<file path="src/rtl/io_bus_master.sv">
// rtl/io_bus_master.sv - Z80-style I/O bus cycle master with wait states and timeout
module io_bus_master #(
  parameter logic [7:0] MAX_WAIT = 8'd255
) (
  input  logic       clk,
  input  logic       reset,
  input  logic       cmd_valid,
  output logic       cmd_ready,
  input  logic       cmd_wr,
  input  logic [7:0] cmd_addr,
  input  logic [7:0] cmd_wdata,
  output logic       rsp_valid,
  output logic [7:0] rsp_rdata,
  output logic       rsp_timeout,
  output logic       iorq_n,
  output logic       rd_n,
  output logic       wr_n,
  output logic [7:0] addr,
  output logic [7:0] DO,
  input  logic [7:0] DI,
  input  logic       wait_n
);

  typedef enum logic [2:0] {IDLE, T1, T2, TW, T3} state_t;

  state_t     state, next_state;
  logic       wr_q;
  logic [7:0] wait_cnt;
  logic       tw_first;

  logic       accept;
  logic       stall;
  logic       timeout_hit;
  logic       strobe_on;

  logic       cmd_ready_d, rsp_valid_d, rsp_timeout_d;
  logic       iorq_n_d, rd_n_d, wr_n_d;
  logic [7:0] rsp_rdata_d, addr_d, do_d;

  assign accept = (state == IDLE) && cmd_valid && cmd_ready;
  assign stall  = (state == TW) && !wait_n;
  // The first TW cycle is the mandatory one; stalls are counted from the
  // second TW sample onward, so the timeout fires when the count is exhausted.
  assign timeout_hit = stall && !tw_first && (wait_cnt == MAX_WAIT);

  // State register
  always_ff @(posedge clk or posedge reset) begin
    if (reset) state <= IDLE;
    else       state <= next_state;
  end

  // Next-state decode
  always_comb begin
    next_state = state;
    case (state)
      IDLE:    if (accept) next_state = T1;
      T1:      next_state = T2;
      T2:      next_state = TW;
      TW:      if (wait_n || timeout_hit) next_state = T3;
      T3:      next_state = IDLE;
      default: next_state = IDLE;
    endcase
  end

  // Next values of the registered outputs, derived from the state being entered
  always_comb begin
    strobe_on     = (next_state == T2) || (next_state == TW);
    cmd_ready_d   = (next_state == IDLE);
    iorq_n_d      = !strobe_on;
    rd_n_d        = !(strobe_on && !wr_q);
    wr_n_d        = !(strobe_on && wr_q);
    rsp_valid_d   = (next_state == T3);
    rsp_timeout_d = timeout_hit;
    addr_d        = accept ? cmd_addr : addr;
    do_d          = (accept && cmd_wr) ? cmd_wdata : DO;
    rsp_rdata_d   = rsp_rdata;
    if ((state == TW) && (next_state == T3) && !wr_q)
      rsp_rdata_d = timeout_hit ? 8'hFF : DI;
  end

  // Output registers; reset forces the bus idle without waiting for a clock
  always_ff @(posedge clk or posedge reset) begin
    if (reset) begin
      cmd_ready   <= 1'b0;
      iorq_n      <= 1'b1;
      rd_n        <= 1'b1;
      wr_n        <= 1'b1;
      addr        <= 8'h00;
      DO          <= 8'h00;
      rsp_valid   <= 1'b0;
      rsp_timeout <= 1'b0;
      rsp_rdata   <= 8'h00;
    end else begin
      cmd_ready   <= cmd_ready_d;
      iorq_n      <= iorq_n_d;
      rd_n        <= rd_n_d;
      wr_n        <= wr_n_d;
      addr        <= addr_d;
      DO          <= do_d;
      rsp_valid   <= rsp_valid_d;
      rsp_timeout <= rsp_timeout_d;
      rsp_rdata   <= rsp_rdata_d;
    end
  end

  // Command direction latch and wait-state counter
  always_ff @(posedge clk or posedge reset) begin
    if (reset) begin
      wr_q     <= 1'b0;
      wait_cnt <= 8'h00;
      tw_first <= 1'b0;
    end else begin
      if (accept) wr_q <= cmd_wr;
      if (state == T2) begin
        wait_cnt <= 8'h00;
        tw_first <= 1'b1;
      end else if (stall && !timeout_hit) begin
        if (tw_first) tw_first <= 1'b0;
        else          wait_cnt <= wait_cnt + 8'd1;
      end
    end
  end

endmodule

</file>
<file path="config.mk">
export PLATFORM = sky130hd
export DESIGN_NAME = io_bus_master
export DESIGN_NICKNAME = d
export VERILOG_FILES = /design/src/rtl/io_bus_master.sv
export SDC_FILE = /design/constraint.sdc
export NUM_CORES = 1
export LEC_CHECK = 0
export BUFFER_PORTS_ARGS = -buffer_cell sky130_fd_sc_hd__buf_2
export CORE_ASPECT_RATIO = 1.2
export CORE_MARGIN = 2
export CORE_UTILIZATION = 35
export CTS_BUF_LIST = sky130_fd_sc_hd__clkbuf_2
export CTS_CLUSTER_DIAMETER = 30
export DETAILED_ROUTE_END_ITERATION = 10
export GPL_TIMING_DRIVEN = 0
export PLACE_DENSITY_LB_ADDON = 0.2
export SLEW_MARGIN = 10
export SYNTH_ARGS = -nofsm -noshare
export SYNTH_HDL_FRONTEND = slang
export SYNTH_SLANG_ARGS = --single-unit
export TNS_END_PERCENT = 50
</file>
<file path="constraint.sdc">
create_clock -name clk -period 1.45 [get_ports clk]
set_input_delay 0.0725 -clock clk [delete_from_list [all_inputs] [get_ports clk]]
set_output_delay 0.0725 -clock clk [all_outputs]
set_load 0.01 [all_outputs]
</file>
; After elaboration in Yosys (flattened, before gate mapping)
; Cells that the tools add are included.
[word_totals]
out_inout_bits = 30
register_bits = 43
input_bits = 29
word_cells = 55
[op_classes]
reduce_logical = 24
n_mux = 9
n_eq_ne = 8
n_addsub = 1
[op_table]
columns = cell, count
row1 = $mux W8, 4
row2 = $eq A3 B2 Y1 const B, 4
row3 = $pmux W3 S4, 1
row4 = $logic_and A1 B1 Y1, 11
row5 = $add A8 B1 Y8 const B, 1
row6 = $eq A8 B8 Y1 const B, 1
row7 = $logic_not A1 Y1, 7
row8 = $logic_not A3 Y1, 2
row9 = $mux W3, 2
row10 = $eq A3 B1 Y1 const B, 1
row11 = $eq A3 B3 Y1 const B, 1
row12 = $logic_or A1 B1 Y1, 2
row13 = $mux W1, 2
row14 = $ne A2 B1 Y1 const B, 1
row15 = $reduce_and A2 Y1, 1
row16 = $reduce_bool A2 Y1, 1

; Depth between registers and ports, before layout
; Gate-level depths: netlist of the first run.
[logic_depth]
ltp_word = 11
ltp_mapped = 6
depth_no_buf = 5

; Worst setup path after synthesis of the first run
; No wires, ideal clock.
[synth_timing]
kind = register to register
startpoint = reg wait_cnt[0]
endpoint = reg wait_cnt[7]
arrival_ns = 1.490
setup_slack_ns = -0.119
n_path_buf = 1
required_ns = 1.371
setup_ns = 0.079
synth_period_minus_slack_ns = 1.569
stages_incl_launch_ff = 7
cell_sequence = dfrtp_1 > ha_1 > nand4_1 > o211ai_2 > buf_6 > nor4_1 > mux2i_1
[synth_between]
elab_chain_len = 6
elab_cells_between_ends = 10
classes_between = 1 x add/sub / 1 x eq/ne / 3 x mux / 5 x reduce/logical
[synth_rtl]
columns = item, line_no
row1 = from (decl), 28  ; logic [7:0] wait_cnt;
row2 = from (signal assigned), 119  ; else wait_cnt <= wait_cnt + 8'd1;
row3 = "parallel branches: the longest is 6 deep, another holds $add A8 B1 Y8", --
; Several ways; the timed one is not identified. The select of a mux whose other input is x is not followed.
; A chain may end at the register's enable or synchronous reset.

; Worst setup path in the final report of the first run
[layout_timing]
startpoint = reg state[2]
endpoint = reg wait_cnt[3]
[layout_between]
elab_chain_len = 8
elab_cells_between_ends = 11
classes_between = 3 x eq/ne / 1 x mux / 7 x reduce/logical
[layout_rtl]
columns = item, line_no
row1 = from (decl), 26  ; state_t state, next_state;
row2 = from (signal assigned), 49  ; else state <= next_state;
row3 = $eq A3 B2 Y1, 41  ; assign stall = (state == TW) && !wait_n;
row4 = $logic_and A1 B1 Y1, 41
row5 = $logic_and A1 B1 Y1 (2 in series), 44  ; assign timeout_hit = stall && !tw_first && (wait_cnt == MAX_WAIT);
row6 = $logic_not A1 Y1, 117  ; end else if (stall && !timeout_hit) begin
row7 = $logic_and A1 B1 Y1, 117
row8 = $reduce_bool A2 Y1 (no line), --
row9 = $reduce_and A2 Y1 (no line), --
; Parallel ways exist; a longest one is shown, timed or not.

==> results of run 1 <==
-- final timing paths --
path / from / end / slack, ps
max reg2reg: state[2] / wait_cnt[3] / -80
min reg2reg: wait_cnt[7] / wait_cnt[7] / 500
max in group asynchronous: reset / wr_n / 820
min in group clk: cmd_valid / wr_q / 110
max: state[2] / wait_cnt[3] / -80
min: reset / DO[1] / 110
-- per-layer routing --
layer | track usage | up-vias | share of wire
li1 | - | 685 | -
met1 | 0.158 | 697 | 0.39
met2 | 0.267 | 39 | 0.54
met3 | 0.0392 | 11 | 0.043
met4 | 0.0640 | 0 | 0.027
met5 | 0 | - | 0
-- flip-flops by register name, summed over array words and instances (netlist names), 3 cells and up --
register	cells
DO	8
rsp_rdata	8
wait_cnt	8
addr	8
state	3
-- logic make-up (layout without fill, tap and decap cells) --
| family | count (synthesis) | count (layout) | share of synthesized area |
|---|---|---|---|
| fa+ha+maj | 1 | 1 | 0.00730 |
| flops | 43 | 43 | 0.630 |
| xor+xnor | 1 | 1 | 0.00511 |
| buf+inv | 9 | 117 | 0.0248 |
| compound gates | 19 | 19 | 0.0796 |
| simple gates | 39 | 39 | 0.124 |
| mux | 20 | 20 | 0.129 |
-- through the flow --
| stage | area, um^2 | util |
|---|---|---|
| floorplan | 1730 | - |
| global placement | 2100 | 0.450 |
| detailed placement | 2120 | 0.454 |
| CTS | 2490 | 0.535 |
| global route | 2620 | 0.562 |
| finish | 2620 | 0.562 |
-- cell usage in the layout (no fill, tap or decap), drive strengths merged, types with 2 or more instances in the layout --
cell         count
mux2            16
clkbuf           5
dfrtp           40
buf             76
nand4b           2
dfstp            3
nand2           10
and2             2
o21ai            5
a21oi            3
or3              3
or2              2
mux2i            4
clkinvlp         2
dlygate4sd3     27
inv              7
nor3             5
o22a             8
nand3            4
nor2             5
-- power groups by stage --
| stage | registers (W) | clock network [W] | logic [W] |
|---|---|---|---|
| after global routing | 0.00200 | 0.000613 | 0.00185 |
| final | 0.00194 | 0.000539 | 0.00170 |
| after global placement | 0.00194 | 0 | 0.00141 |
| after CTS | 0.00193 | 0.000564 | 0.00159 |
| after detailed placement | 0.00197 | 0 | 0.00146 |
| after floorplan | 0.00215 | 0 | 0.000666 |
-- tightest hold or removal path, stage by stage --
cell,delay (ps)
dlygate4sd3_1,530
buf_2,120
inv_2,240
-- synth_stat cells (all sizes together) --
cell / count / area share
dfrtp: 40 / 0.58
mux2: 16 / 0.11
nand2: 10 / 0.022
o22a: 8 / 0.041
inv: 6 / 0.013
nor2: 5 / 0.011
nor3: 5 / 0.015
o21ai: 5 / 0.015
mux2i: 4 / 0.023
nand3: 4 / 0.012
a21oi: 3 / 0.0088
buf: 3 / 0.012
dfstp: 3 / 0.046
or3: 3 / 0.012
and2: 2 / 0.0080
nand4b: 2 / 0.010
or2: 2 / 0.0073
a31oi: 1 / 0.0037
and4bb: 1 / 0.0073
ha: 1 / 0.0073
nand2b: 1 / 0.0037
nand4: 1 / 0.0037
nor3b: 1 / 0.0044
nor4: 1 / 0.0037
o211ai: 1 / 0.0073
o21a: 1 / 0.0044
or3b: 1 / 0.0051
xor2: 1 / 0.0051
-- layout make-up --
type | instances | area [um^2]
fillers | 405 | 2040
flip-flops and latches | 43 | 1080
repair buffers | 101 | 701
multi-input cells | 80 | 667
well taps | 58 | 72.6
plain buffers | 2 | 26.3
clock buffers | 5 | 25.0
clock inverters | 3 | 23.8
inverters | 6 | 22.5
-- what timing repair did --
| item | CTS | global route |
|---|---|---|
| gates resized for setup | 8 | 18 |
| setup endpoints to repair | 35 | 36 |
| buffers inserted | 6 | 8 |
| endpoints found under the hold margin | 66 | 1 |
| cloned | 0 | 1 |
| pin swaps | 4 | 4 |
| hold buffers | 26 | 1 |
==> results.cfg, run 1 <==
[routing]
drt_pre_antenna_iters = 4
drtIter0Drc = 39
drc_errors = 0
wl_um = 3950
vias_per_cell = 4.81
routedWlPerCell_um = 13.2
vias = 1432
final_antenna_net_count = 0

[clocking]
clock_latency_ps = 410
cts_htree_levels = 2
path_clk_slew_ps = 240
root_buffer = clkbuf_2
tritoncts = done
clkSinkCount = 43
clockBufferDepth = 2
cts_buffers = 5

[logic_synthesis]
yosysWarnings = 0
synth_seq_cells = 43
synthesis.area_um2 = 1710
synthCells = 132
avgSynthCellArea_um2 = 13.0
ys_seq_area_frac = 0.630
ys_types = 32
synth_nets = 162

[run_status]
outcome = finished, violations left
violations = setup timing

[global_routing]
grt_max_degree = 31
track_usage = 0.148
grt_pass1_vias = 1416
grt.overflow.total = 0
antenna_found_initial = 0
grt_pass1_wl_um = 6040

[timing]
maxSlewHeadroom = 0.538
worst_slack_ps = -82.5
finalSetupViolations = 20
finalMaxSlewViolations = 0
tightestPinTransition_ps = 691
clock.fmax_mhz = 653
hold_violations = 0
clock_skew_ps = 18.8
period_minus_slack_ps = 1530
rsz0062_at_grt = yes
fin_tns_setup_ps = -1110
finalCritPeriodShare = 1.06
whs_ps = 111

[power_and_ir_drop]
seqPwrFrac = 0.464
power.density_nw_per_um2 = 1590
vdd_ir_drop_max_mv = 0.761
pwr-share-comb = 0.406
total_power_w = 0.00417
swShare = 0.348
p_int_w = 0.00272
leakage_nw = 1.27
netSwitchingPower_w = 0.00145
clockPowerShare = 0.129

[critical_path]
slowest_stage = dfrtp_2
crit_fanout = 5
timing.critical_path.buf_inv = 1
crit_path_start_kind = flop
cp-end-kind = flop
worstSetupPathDepth = 5
arrival_ps = 1890
cp_data_required_time_ps = 1810
path_delay_family = simple AND/OR/NAND/NOR gates
crit_chain = and4bb_2, o211ai_4, buf_6, or3_1, a21oi_1
rr_worst_depth = 5
max_stage_delay_ps = 460
path_class = flop to flop

[floorplan]
coreArea_um2 = 4660
die_h_um = 80.6
die_w_um = 67.9
initial_utilization = 0.367
num_io_pins = 59
rows = 27
die_area_um2 = 5470

[place]
io_buffers = 58
place_hpwl_um = 2610
pre_cts_ws_ps = -164
post-place-cells = 249
place_congestion = 0.716

[finish]
area_growth_pct = 53.0
antenna_cells = 0
finalNonFillerCells = 298
nets = 269
drive_above_1_share = 0.513

[flow_run]
cap_violations = 0

[worst_hold_path]
hold_class = input pin to async pin
No activity file was read; power rests on OpenSTA's default activity.
==> run 2, diff against run 1 <==
- BUFFER_PORTS_ARGS: -buffer_cell sky130_fd_sc_hd__buf_2 -> -buffer_cell sky130_fd_sc_hd__clkbuf_2
==> results.cfg, run 2 (same netlist as run 1, synthesis figures left out) <==
[timing]
finalCritPeriodShare = 1.15
clock_skew_ps = 20.7
finalMaxSlewViolations = 0
tightestPinTransition_ps = 789
rsz0062_at_grt = yes
finalSetupViolations = 19
hold_violations = 0
worst_slack_ps = -211
fin_tns_setup_ps = -1290
maxSlewHeadroom = 0.473
clock.fmax_mhz = 602
period_minus_slack_ps = 1660

[routing]
drc_errors = 0
final_antenna_net_count = 0
vias_per_cell = 4.73
vias = 1382
drtIter0Drc = 21
drt_pre_antenna_iters = 4
routedWlPerCell_um = 13.1
wl_um = 3810

[critical_path]
cp-end-kind = flop
crit_fanout = 5
path_class = flop to flop
crit_path_start_kind = flop
arrival_ps = 2010
cp_data_required_time_ps = 1800

[global_routing]
track_usage = 0.149
grt_pass1_vias = 1450
grt_pass1_wl_um = 6090
antenna_found_initial = 0
grt.overflow.total = 0
grt_max_degree = 31

[floorplan]
coreArea_um2 = 4660
num_io_pins = 59
die_h_um = 80.6
rows = 27
initial_utilization = 0.367
die_area_um2 = 5470
die_w_um = 67.9

[power_and_ir_drop]
leakage_nw = 1.24
vdd_ir_drop_max_mv = 0.804
power.density_nw_per_um2 = 1590

[flow_run]
cap_violations = 0

[clocking]
cts_buffers = 5
clock_latency_ps = 410
path_clk_slew_ps = 230
clkSinkCount = 43
tritoncts = done
clockBufferDepth = 2
cts_htree_levels = 2
root_buffer = clkbuf_2

[place]
post-place-cells = 249
postPlaceCellArea_um2 = 2120
io_buffers = 58
place_hpwl_um = 2590
pre_cts_ws_ps = -182
place_congestion = 0.725

[run_status]
outcome = finished, violations left
violations = setup timing

[finish]
antenna_cells = 0
final_common_cell = clkbuf_2
area_growth_pct = 49.1
drive_above_1_share = 0.509
design_area_um2 = 2550
nets = 263
finalNonFillerCells = 292
most-common-layout-cells = 63 x clkbuf_2, 38 x dfrtp_1, 26 x dlygate4sd3_1

[worst_hold_path]
hold_class = input pin to flop
-- run 2: cell types whose count changed in the layout (fill, tap and decap cells not counted), sizes merged --
cell,previous run,this run
buf,76,13
clkbuf,5,63
dlygate4sd3,27,26
-- run 2: layer usage --
metal  track usage  part of all wire  wire (um)  up-vias
met5             0                 0          0        -
met4        0.0720             0.031        119        0
met3        0.0378             0.040        153       12
met2         0.273              0.56       2120       35
met1         0.155              0.37       1420      667
li1              -                 -          -      668
-- run 2: cell type report --
class / instances / area, um^2
fillers: 421 / 2110
flip-flops and latches: 43 / 1080
multi-input cells: 80 / 654
repair buffers: 94 / 646
well taps: 58 / 72.6
plain buffers: 3 / 27.5
clock buffers: 5 / 25.0
clock inverters: 3 / 23.8
inverters: 6 / 22.5
-- run 2: final timing paths --
| kind | startpoint | endpoint | slack, ps | cells after the start |
|---|---|---|---|---|
| max in group asynchronous | reset | wr_n | 810 | 4 |
| max | wait_cnt[0] | wait_cnt[3] | -210 | 6 |
| min | cmd_wr | wr_q | 60 | 5 |
| max reg2reg | wait_cnt[0] | wait_cnt[3] | -210 | 6 |
| min reg2reg | wr_q | wr_n | 510 | 1 |
| min in group asynchronous | reset | DO[1] | 100 | 3 |
-- run 2: what timing repair did --
item / 4_1_cts / 5_1_grt
resized for setup: 4 / 13
buffers inserted: 6 / 2
pin swaps: 5 / 6
cloned: 1 / 0
setup endpoints to repair: 35 / 35
hold buffers: 26 / 0
endpoints found under the hold margin: 66 / 0
-- run 2: metrics by stage --
| step | util | hold WS [ps] | total power [W] |
|---|---|---|---|
| 2_1_floorplan | - | 199 | 0.00281 |
| 3_5_place_dp | 0.454 | 29.2 | 0.00343 |
| 3_3_place_gp | 0.450 | 285 | 0.00336 |
| 5_1_grt | 0.548 | 41.0 | 0.00434 |
| 6_report | 0.548 | 64.4 | 0.00406 |
| 4_1_cts | 0.533 | 27.0 | 0.00408 |
-- run 2: worst max-delay path, stage by stage (launching register included) --
cell      delay, ps
dfrtp_1         440
ha_2            190
nand4_1         150
o211ai_2        160
buf_6           170
or3_4           330
a21oi_2         160
-- run 2: power by group --
part / internal, W / leakage, nW / switching, W
clock network: 0.000124 / 0.0256 / 0.000414
registers: 0.00169 / 0.525 / 0.000264
logic: 0.000812 / 0.687 / 0.000748
==> run 3, diff against run 2 <==
==> constraint.sdc (replaced) <==
create_clock -name clk -period 1.8 [get_ports clk]
set_input_delay 0.18 -clock clk [delete_from_list [all_inputs] [get_ports clk]]
set_output_delay 0.18 -clock clk [all_outputs]
set_load 0.01 [all_outputs]
==> results.cfg, run 3 (same netlist as run 1, synthesis figures left out) <==
[power_and_ir_drop]
power.density_nw_per_um2 = 1360
vdd_ir_drop_max_mv = 0.672
leakage_nw = 1.17

[place]
pre_cts_ws_ps = 53.9
place_hpwl_um = 2540
place_congestion = 0.771
io_buffers = 58

[worst_hold_path]
hold_class = input pin to flop

[timing]
clock.fmax_mhz = 592
period_minus_slack_ps = 1690
maxSlewHeadroom = 0.583
finalMaxSlewViolations = 0
rsz0062_at_grt = no
finalSetupViolations = 0
tightestPinTransition_ps = 625
finalCritPeriodShare = 0.939
fin_tns_setup_ps = 0
hold_violations = 0
worst_slack_ps = 110
clock_skew_ps = 12.9

[critical_path]
cp_data_required_time_ps = 2130
cp-end-kind = flop
crit_path_start_kind = flop
path_class = flop to flop
arrival_ps = 2030
crit_fanout = 10

[run_status]
outcome = complete, no violations

[routing]
routedWlPerCell_um = 12.6
drt_pre_antenna_iters = 4
wl_um = 3570
drc_errors = 0
vias_per_cell = 4.75
final_antenna_net_count = 0
vias = 1343
drtIter0Drc = 39

[finish]
drive_above_1_share = 0.444
area_growth_pct = 42.0
most-common-layout-cells = 63 x clkbuf_2, 40 x dfrtp_1, 25 x dlygate4sd3_1
antenna_cells = 0
final_common_cell = clkbuf_2
nets = 254

[global_routing]
grt_max_degree = 41
antenna_found_initial = 0
grt_pass1_vias = 1410
grt.overflow.total = 0
track_usage = 0.150
grt_pass1_wl_um = 6110

[floorplan]
rows = 27
die_w_um = 67.9
die_h_um = 80.6
coreArea_um2 = 4660
die_area_um2 = 5470
num_io_pins = 59
initial_utilization = 0.367

[clocking]
clockBufferDepth = 2
cts_buffers = 5
path_clk_slew_ps = 210
tritoncts = done
clkSinkCount = 43
cts_htree_levels = 2
root_buffer = clkbuf_2
clock_latency_ps = 400

[flow_run]
cap_violations = 0
## run 3: cell type report
cell class | count | area [um^2]
Buffer | 3 | 20.0
Inverter | 6 | 22.5
Multi-Input combinational cell | 80 | 601
Fill cell | 433 | 2230
Timing Repair Buffer | 85 | 568
Clock buffer | 5 | 25.0
Clock inverter | 3 | 43.8
Sequential cell | 43 | 1080
Tap cell | 58 | 72.6
## run 3: path summary, 6_finish.rpt
kind                                to  slack (ps)  depth (start not counted)   startpoint
max in group asynchronous         rd_n        1200                          4        reset
setup / recovery           wait_cnt[3]         110                          6  wait_cnt[0]
setup reg to reg           wait_cnt[3]         110                          6  wait_cnt[0]
hold reg to reg                   wr_n         500                          1         wr_q
hold / removal                state[2]          90                          3       wait_n
min in group asynchronous      addr[2]         150                          3        reset
## run 3: stage by stage
stage / instance area, um^2 / hold WS [ps] / util / power (W) / cells
2_1_floorplan: 1710 / 306 / - / 0.00226 / 132
3_3_place_gp: 2080 / 392 / 0.445 / 0.00270 / 248
3_5_place_dp: 2100 / 40.3 / 0.450 / 0.00277 / 249
4_1_cts: 2410 / 65.9 / 0.518 / 0.00336 / 282
5_1_grt: 2430 / 65.1 / 0.522 / 0.00358 / 283
6_report: 2430 / 93.4 / 0.522 / 0.00331 / 283
## run 3: per-layer routing
| metal | GRT usage | wire length (um) | vias up |
|---|---|---|---|
| li1 | - | - | 653 |
| met1 | 0.164 | 1350 | 656 |
| met2 | 0.262 | 1990 | 28 |
| met3 | 0.0448 | 162 | 6 |
| met4 | 0.0660 | 67 | 0 |
| met5 | 0 | 0 | - |
## run 3: where the power goes
group / internal (W) / switching, W / total (W)
sequential: 0.00136 / 0.000214 / 0.00157
combinational: 0.000612 / 0.000575 / 0.00119
clock: 0.000235 / 0.000314 / 0.000550
## run 3: timing repair
item / CTS / global route
endpoints found under the hold margin: 64 / 0
gates resized for setup: 0 / 3
endpoints found under the setup margin: 0 / 13
buffers inserted: 0 / 1
hold buffers: 25 / 0
## run 3: critical path, stage by stage, from the launching register on
cell      delay, ps
dfrtp_1         470
ha_2            220
nand4_1         170
o211ai_2        130
buf_6           150
or3_1           340
a21oi_1         150
